`config.mk`:
```
export PLATFORM = sky130hd
export DESIGN_NAME = mem_port_sched
export DESIGN_NICKNAME = d
export VERILOG_FILES = /design/src/rtl/simple_pkg.sv /design/src/rtl/mem_port_sched.sv
export SDC_FILE = /design/constraint.sdc
export NUM_CORES = 1
export LEC_CHECK = 0
export CORE_ASPECT_RATIO = 1.2
export CORE_UTILIZATION = 30
export DETAILED_ROUTE_END_ITERATION = 10
export SLEW_MARGIN = 20
export SYNTH_ARGS = -nofsm -noshare
export SYNTH_HDL_FRONTEND = slang
export SYNTH_SLANG_ARGS = --single-unit
```
`constraint.sdc`:
```
create_clock -name clk -period 3 [get_ports clk]
set_clock_uncertainty 0.2 [all_clocks]
set_input_delay 0.3 -clock clk [delete_from_list [all_inputs] [get_ports clk]]
set_output_delay 0.3 -clock clk [all_outputs]
set_load 0.02 [all_outputs]
```
`src/rtl/simple_pkg.sv`:
```
// Shared types and constants for the SIMPLE pipeline memory port.
//   mem_state_t : scheduler FSM states
//   MEM_LAT_MIN/MAX : legal range of the memory latency parameter
//   LAT_CNT_W   : width of the latency down-counter
package simple_pkg;

  localparam int unsigned MEM_LAT_MIN = 1;
  localparam int unsigned MEM_LAT_MAX = 4;
  localparam int unsigned LAT_CNT_W   = 3;

  typedef enum logic [1:0] {
    IDLE       = 2'd0,
    FETCH_WAIT = 2'd1,
    DATA_WAIT  = 2'd2
  } mem_state_t;

endpackage

```
`src/rtl/mem_port_sched.sv`:
```
// Arbiter/sequencer for the single shared memory port of the SIMPLE pipeline.
// Data accesses win over instruction fetch; one access is in flight at a time.
// Ports:
//   clk, rst_n                 : clock, async active-low reset
//   if_req/if_addr             : fetch request (in); if_rdata/if_valid (out)
//   dm_req/dm_we/dm_addr/dm_wdata : data request (in); dm_rdata/dm_done (out)
//   flush                      : taken branch, cancels pending/in-flight fetch
//   stall_if/stall_mem         : combinational pipeline freeze lines
//   mem_en/mem_we/mem_addr/mem_wdata (out), mem_rdata (in) : RAM port
//   busy                       : scheduler not in IDLE
// Requesters drop or replace *_req in the cycle their completion pulse is
// high; a request still present in that IDLE cycle is taken as a new access.
module mem_port_sched
  import simple_pkg::*;
#(
  parameter int unsigned ADDR_W  = 16,
  parameter int unsigned DATA_W  = 16,
  parameter int unsigned MEM_LAT = 1
) (
  input  logic              clk,
  input  logic              rst_n,
  input  logic              if_req,
  input  logic [ADDR_W-1:0] if_addr,
  output logic [DATA_W-1:0] if_rdata,
  output logic              if_valid,
  input  logic              dm_req,
  input  logic              dm_we,
  input  logic [ADDR_W-1:0] dm_addr,
  input  logic [DATA_W-1:0] dm_wdata,
  output logic [DATA_W-1:0] dm_rdata,
  output logic              dm_done,
  input  logic              flush,
  output logic              stall_if,
  output logic              stall_mem,
  output logic              mem_en,
  output logic              mem_we,
  output logic [ADDR_W-1:0] mem_addr,
  output logic [DATA_W-1:0] mem_wdata,
  input  logic [DATA_W-1:0] mem_rdata,
  output logic              busy
);

  // Reject latencies the 3-bit counter and the pipeline timing do not support.
  if ((MEM_LAT < MEM_LAT_MIN) || (MEM_LAT > MEM_LAT_MAX)) begin : g_lat_check
    $error("mem_port_sched: MEM_LAT out of range 1..4");
  end

  mem_state_t             state_q, state_d;
  logic [LAT_CNT_W-1:0]   lat_cnt_q, lat_cnt_d;
  logic                   discard_q, discard_d;
  logic                   mem_en_q, mem_en_d;
  logic                   mem_we_q, mem_we_d;
  logic [ADDR_W-1:0]      mem_addr_q, mem_addr_d;
  logic [DATA_W-1:0]      mem_wdata_q, mem_wdata_d;
  logic [DATA_W-1:0]      if_rdata_q, if_rdata_d;
  logic [DATA_W-1:0]      dm_rdata_q, dm_rdata_d;
  logic                   if_valid_q, if_valid_d;
  logic                   dm_done_q, dm_done_d;
  logic                   busy_q, busy_d;

  // State and output registers.
  always_ff @(posedge clk or negedge rst_n) begin
    if (!rst_n) begin
      state_q     <= IDLE;
      lat_cnt_q   <= '0;
      discard_q   <= 1'b0;
      mem_en_q    <= 1'b0;
      mem_we_q    <= 1'b0;
      mem_addr_q  <= '0;
      mem_wdata_q <= '0;
      if_rdata_q  <= '0;
      dm_rdata_q  <= '0;
      if_valid_q  <= 1'b0;
      dm_done_q   <= 1'b0;
      busy_q      <= 1'b0;
    end else begin
      state_q     <= state_d;
      lat_cnt_q   <= lat_cnt_d;
      discard_q   <= discard_d;
      mem_en_q    <= mem_en_d;
      mem_we_q    <= mem_we_d;
      mem_addr_q  <= mem_addr_d;
      mem_wdata_q <= mem_wdata_d;
      if_rdata_q  <= if_rdata_d;
      dm_rdata_q  <= dm_rdata_d;
      if_valid_q  <= if_valid_d;
      dm_done_q   <= dm_done_d;
      busy_q      <= busy_d;
    end
  end

  // Issue decision, latency countdown and completion.
  always_comb begin
    state_d     = state_q;
    lat_cnt_d   = lat_cnt_q;
    discard_d   = discard_q;
    mem_en_d    = 1'b0;
    mem_we_d    = mem_we_q;
    mem_addr_d  = mem_addr_q;
    mem_wdata_d = mem_wdata_q;
    if_rdata_d  = if_rdata_q;
    dm_rdata_d  = dm_rdata_q;
    if_valid_d  = 1'b0;
    dm_done_d   = 1'b0;

    unique case (state_q)
      IDLE: begin
        discard_d = 1'b0;
        if (dm_req) begin
          state_d     = DATA_WAIT;
          mem_en_d    = 1'b1;
          mem_we_d    = dm_we;
          mem_addr_d  = dm_addr;
          mem_wdata_d = dm_wdata;
          lat_cnt_d   = LAT_CNT_W'(MEM_LAT);
        end else if (if_req && !flush) begin
          state_d    = FETCH_WAIT;
          mem_en_d   = 1'b1;
          mem_we_d   = 1'b0;
          mem_addr_d = if_addr;
          lat_cnt_d  = LAT_CNT_W'(MEM_LAT);
        end
      end

      FETCH_WAIT: begin
        if (lat_cnt_q == '0) begin
          state_d   = IDLE;
          discard_d = 1'b0;
          // A flush arriving in the capture cycle cancels the fetch as well.
          if (!(discard_q || flush)) begin
            if_rdata_d = mem_rdata;
            if_valid_d = 1'b1;
          end
        end else begin
          lat_cnt_d = lat_cnt_q - LAT_CNT_W'(1);
          if (flush) begin
            discard_d = 1'b1;
          end
        end
      end

      DATA_WAIT: begin
        if (lat_cnt_q == '0) begin
          state_d   = IDLE;
          dm_done_d = 1'b1;
          if (!mem_we_q) begin
            dm_rdata_d = mem_rdata;
          end
        end else begin
          lat_cnt_d = lat_cnt_q - LAT_CNT_W'(1);
        end
      end

      default: begin
        state_d = IDLE;
      end
    endcase

    busy_d = (state_d != IDLE);
  end

  // Stalls follow the requests directly so the pipeline freezes in the request cycle.
  assign stall_mem = dm_req & ~dm_done_q;
  assign stall_if  = (if_req & ~if_valid_q) | stall_mem;

  assign mem_en    = mem_en_q;
  assign mem_we    = mem_we_q;
  assign mem_addr  = mem_addr_q;
  assign mem_wdata = mem_wdata_q;
  assign if_rdata  = if_rdata_q;
  assign if_valid  = if_valid_q;
  assign dm_rdata  = dm_rdata_q;
  assign dm_done   = dm_done_q;
  assign busy      = busy_q;

endmodule

```
Yosys cells after proc, flatten, opt, wreduce, memory -nomap -nowiden:

Cells that the tools add are included.

* $add $sub $neg: 1
* eq/ne operators: 5
* mux-type cells: 23
* bitwise operators: 7
* reductions and logical operators: 16

Operators by type and width (number)
* 16-bit two-way mux: 2
* 1-bit two-way mux: 12
* 3-bit two-way mux: 3
* 3-bit AND reduction: 3
* 2-bit nonzero test: 4
* 2-bit two-way mux: 3
* 3-bit inequality test (second input constant): 2
* 3-bit one-hot mux with 2 select lines: 1
* 2-bit AND reduction: 3
* 1-bit inverter: 4
* 2-bit one-hot mux with 2 select lines: 1
* 3-bit zero test: 1
* 3-bit by 1-bit subtractor with 3-bit output (second input constant): 1
* 1-bit AND: 2
* 2-bit by 1-bit equality test with 1-bit output (second input constant): 1
* 2-bit equality test (second input constant): 1
* 2-bit zero test: 1
* 2-bit inequality test (second input constant): 1
* 1-bit one-hot mux with 2 select lines: 1
* 2-bit OR reduction: 1
* 1-bit logical AND: 1
* 1-bit zero test: 1
* 1-bit logical OR: 1
* 1-bit OR: 1

* bits in registers: 75
* output and inout bits: 71
* word-level logic and storage cells: 64

Logic depth before layout (Yosys ltp):

* depth after elaboration: 6
* depth in mapped cells: 8

Worst setup path after synthesis:

No wires, ideal clock.

* path kind: register -> register
* start point: register lat_cnt_q[0]
* end point: register dm_rdata_q[10] (netlist: dm_rdata[10])
* data arrival time: 1.629 ns
* slack: 1.046 ns
* cell stages (with the launch flop): 9
* buffers on the path: 2
* clock period less this slack: 1.954 ns
* cells stage by stage: dfrtp_1 -> inv_1 -> ha_1 -> nor2b_4 -> and2_4 -> nor2b_4 -> buf_6 -> buf_12 -> mux2_4

* cells in the longest elaborated chain, start to end: 2

Ends and longest elaborated chain
* from (decl): line mem_port_sched.sv:49 `logic [LAT_CNT_W-1:0] lat_cnt_q, lat_cnt_d;`
* from (signal assigned): line mem_port_sched.sv:78 `lat_cnt_q <= lat_cnt_d;`
* 3-bit zero test: line mem_port_sched.sv:143 `if (lat_cnt_q == '0) begin`
* 3-bit AND reduction (no line)
* to (signal assigned): line mem_port_sched.sv:85 `dm_rdata_q <= dm_rdata_d;`
* to (decl): line mem_port_sched.sv:56 `logic [DATA_W-1:0] dm_rdata_q, dm_rdata_d;`

Every way passes these cells.
A chain may end at the register's enable or synchronous reset.

Worst setup path in the final report:

* start point: register lat_cnt_q[0]
* end point: register dm_rdata_q[1] (netlist: dm_rdata[1])

The elaborated chain is that of the path after synthesis.

==> results.toml <==
[global_route]
grt_first_pass_wirelength_mm = 11.7
first_global_vias = 2494
antenna_found_initial = 0
grt_usage = 0.140
grt_overflow = 0
grt_max_degree = 76

[flow_run]
drv_cap = 0

[setup_path]
r2r_end = "dm_rdata[1]"
crit_type = "register to register"
cp_max_fo = 16
rr_worst_depth = 6
arrival_ns = 2.33
path_cells = "inv_1, ha_1, nor2b_4, and2_4, nor2b_4, mux2_2"
cp_data_required_time_ns = 3.01
cp_common_cell = "nor2b_4"
crit-reg2reg-launch = "lat_cnt_q[0]"
r2r_slack_ns = 0.67
cpPeakStageDelay_ns = 0.53
cp-start-kind = "register"
crit_path_top_delay_cell = "nor2b_4"
endpoint_kind = "register"

[finish]
drive_gt1_frac = 0.198
multiInputGateArea_um2 = 1200
final_net_count = 450
area_growth_syn_to_layout_pct = 57.7
regArea_um2 = 1880
num_antenna_cells = 0
fillers = 917

[drt]
wire_per_inst_um = 14.1
via_count = 2307
drc = 0
via_per_inst = 4.57
ant_nets = 0
wl_mm = 7.13
drt_iter0_drc = 88
dr.pass1.iters = 4

[placement]
portBuffers = 140
dp_hpwl_mm = 5.07
dp_slack_ns = 0.674
place_congestion = 0.696

[timing]
period_share = 0.775
slew_headroom = 0.365
tightest_slew_ns = 0.953
rsz0062_at_grt = "no"
fmax_mhz = 430
setup_tns_ns = 0
post-route-min-period_ns = 2.33
fin_ws_ns = 0.675
slew_viol_final = 0
setup_viol = 0
finalHoldViolCount = 0

[floorplan]
coreArea_um2 = 10200
placementRows = 40
initial_core_util = 0.312
die_y_um = 115
pin_count = 141
fp.dieW_um = 95.8
die_area_um2 = 11000

[yosys]
synth_warnings = 0
synth_seq_cells = 75
synthArstFlopShare = 1.00
syn_nets = 305
syn-mean-instance-area_um2 = 13.8
synth-edff-count = 0
yosysSeqAreaShare = 0.593
ys.flop_type = "dfrtp_1"
synth_area_um2 = 3170
netlist_instances = 229
synthDistinctLibCells = 32

[power_and_ir_drop]
power.switching_w = 0.00187
powerDensity_nw_per_um2 = 1080
sw_frac_of_total = 0.346
seqPwrFrac = 0.324
ir_drop_v = 0.000442
p_comb_frac = 0.476
p_int_w = 0.00354
clockPowerShare = 0.200
cellLeakagePower_nw = 2.21

[clock_network]
cts.sinks = 75
cts_tree = "yes"
clkTransAtPathRegs_ns = 0.06
cts_buffers = 9
ctsResizeCount = 0
clock_latency_ns = 0.33
cts-root-buf = "clkbuf_16"
clockBufferDepth = 2
htree_num_levels = 3
post_cts_buffers = 0

[outcome]
status = "finished clean"

[worst_hold_path]
whs_path_depth = 2
whs_endpoint = "mem_addr[1]"
min_from = "mem_addr[1]"
hp-class = "register to register"
==> metal layers <==
metal  vias to the layer above  global-route usage  part of all wire
met1                      1114               0.164              0.41
met5                         -                   0                 0
met3                         7              0.0578              0.11
met2                       100               0.227              0.47
met4                         0              0.0567             0.013
li1                       1086                   -                 -
==> per-stage QoR <==
step / total power (W) / std cells / hold slack, ns / cell area, um2 / utilization
finish: 0.00541 / 505 / 0.280 / 4990 / 0.492
global route: 0.00576 / 505 / 0.301 / 4990 / 0.492
floorplan: 0.00315 / 229 / -0.196 / 3170 / -
detailed placement: 0.00438 / 488 / 0.272 / 4680 / 0.461
CTS: 0.00550 / 505 / 0.286 / 4990 / 0.492
global placement: 0.00434 / 488 / 0.266 / 4680 / 0.461
==> cell families after synthesis <==
kind of cell               share of synthesized area
and+or+nand+nor                               0.0660
AOI/OAI and AO/OA                             0.0478
buffers and inverters                         0.0300
muxes                                          0.240
adders and majority gates                     0.0237
DFF                                            0.593
==> worst max path at each step <==
stage	startpoint	end	slack, ns	cells after the start
finish	lat_cnt_q[0]	dm_rdata[1]	0.67	6
global route	lat_cnt_q[0]	dm_rdata[14]	0.56	6
CTS	lat_cnt_q[0]	dm_rdata[15]	0.67	6
detailed placement	lat_cnt_q[0]	dm_rdata[15]	0.67	6
global placement	dm_req	stall_if	0.72	4
floorplan	lat_cnt_q[0]	dm_rdata[10]	1.05	8
==> cell usage in the layout (no fill, tap or decap), types with 2 or more instances in the layout <==
master,n
buf_4,4
mux2_4,10
nand2b_1,2
mux2i_1,18
o21ai_0,17
nor2b_4,2
a31oi_1,2
clkbuf_16,9
nor2_1,3
nand3_1,4
inv_1,7
ha_1,6
nor2b_1,3
nand2_1,18
clkinv_4,2
clkdlybuf4s50_1,139
dfrtp_1,75
a21oi_1,3
clkinv_2,2
mux2_2,38
==> cell usage after synthesis (all sizes together), types with 2 or more instances <==
library cell / number / area [um2]
nand2b: 2 / 12.5
mux2: 48 / 578
inv: 7 / 26.3
clkbuf: 3 / 11.3
mux2i: 18 / 180
nor2b: 5 / 46.3
nand3: 5 / 30.0
nor2: 3 / 11.3
dfrtp: 75 / 1880
a31oi: 2 / 12.5
o21ai: 18 / 90.1
ha: 6 / 75.1
buf: 7 / 57.6
nand2: 18 / 67.6
a21oi: 3 / 15.0
==> repair_timing <==
| item | 4_1_cts | 5_1_grt |
|---|---|---|
| setup endpoints to repair | 0 | 0 |
| hold buffers | 1 | 0 |
| endpoints found under the hold margin | 75 | 0 |
==> cell type report <==
type                            instances  area share
Clock buffer                           10      0.0479
Clock inverter                          6      0.0130
Inverter                                7     0.00526
Multi-Input combinational cell        137       0.240
Sequential cell                        75       0.376
Tap cell                              126      0.0316
Timing Repair Buffer                  144       0.287
==> power by group through the flow <==
stage	logic (W)	registers, W	clock network, W
after floorplan	0.000831	0.00232	0
after global placement	0.00258	0.00176	0
after detailed placement	0.00261	0.00177	0
after CTS	0.00262	0.00176	0.00112
after global routing	0.00277	0.00182	0.00117
final	0.00258	0.00175	0.00108
==> flip-flops by register name (all words and copies together), names as in the netlist <==
register and count:
dm_rdata 16, mem_we 1, if_rdata 16, discard_q 1, mem_wdata 16, mem_en 1, if_valid 1, mem_addr 16
state_q 2, busy 1, dm_done 1, lat_cnt_q 3
==> worst max-delay path: cells and delay by family, from the launching register on <==
family / cells / cell delay [ns]
buffers and inverters: 1 / 0.10
muxes: 1 / 0.40
adders and majority gates: 1 / 0.19
DFF: 1 / 0.39
and+or+nand+nor: 3 / 0.93
(Power assumes the default switching activity.)
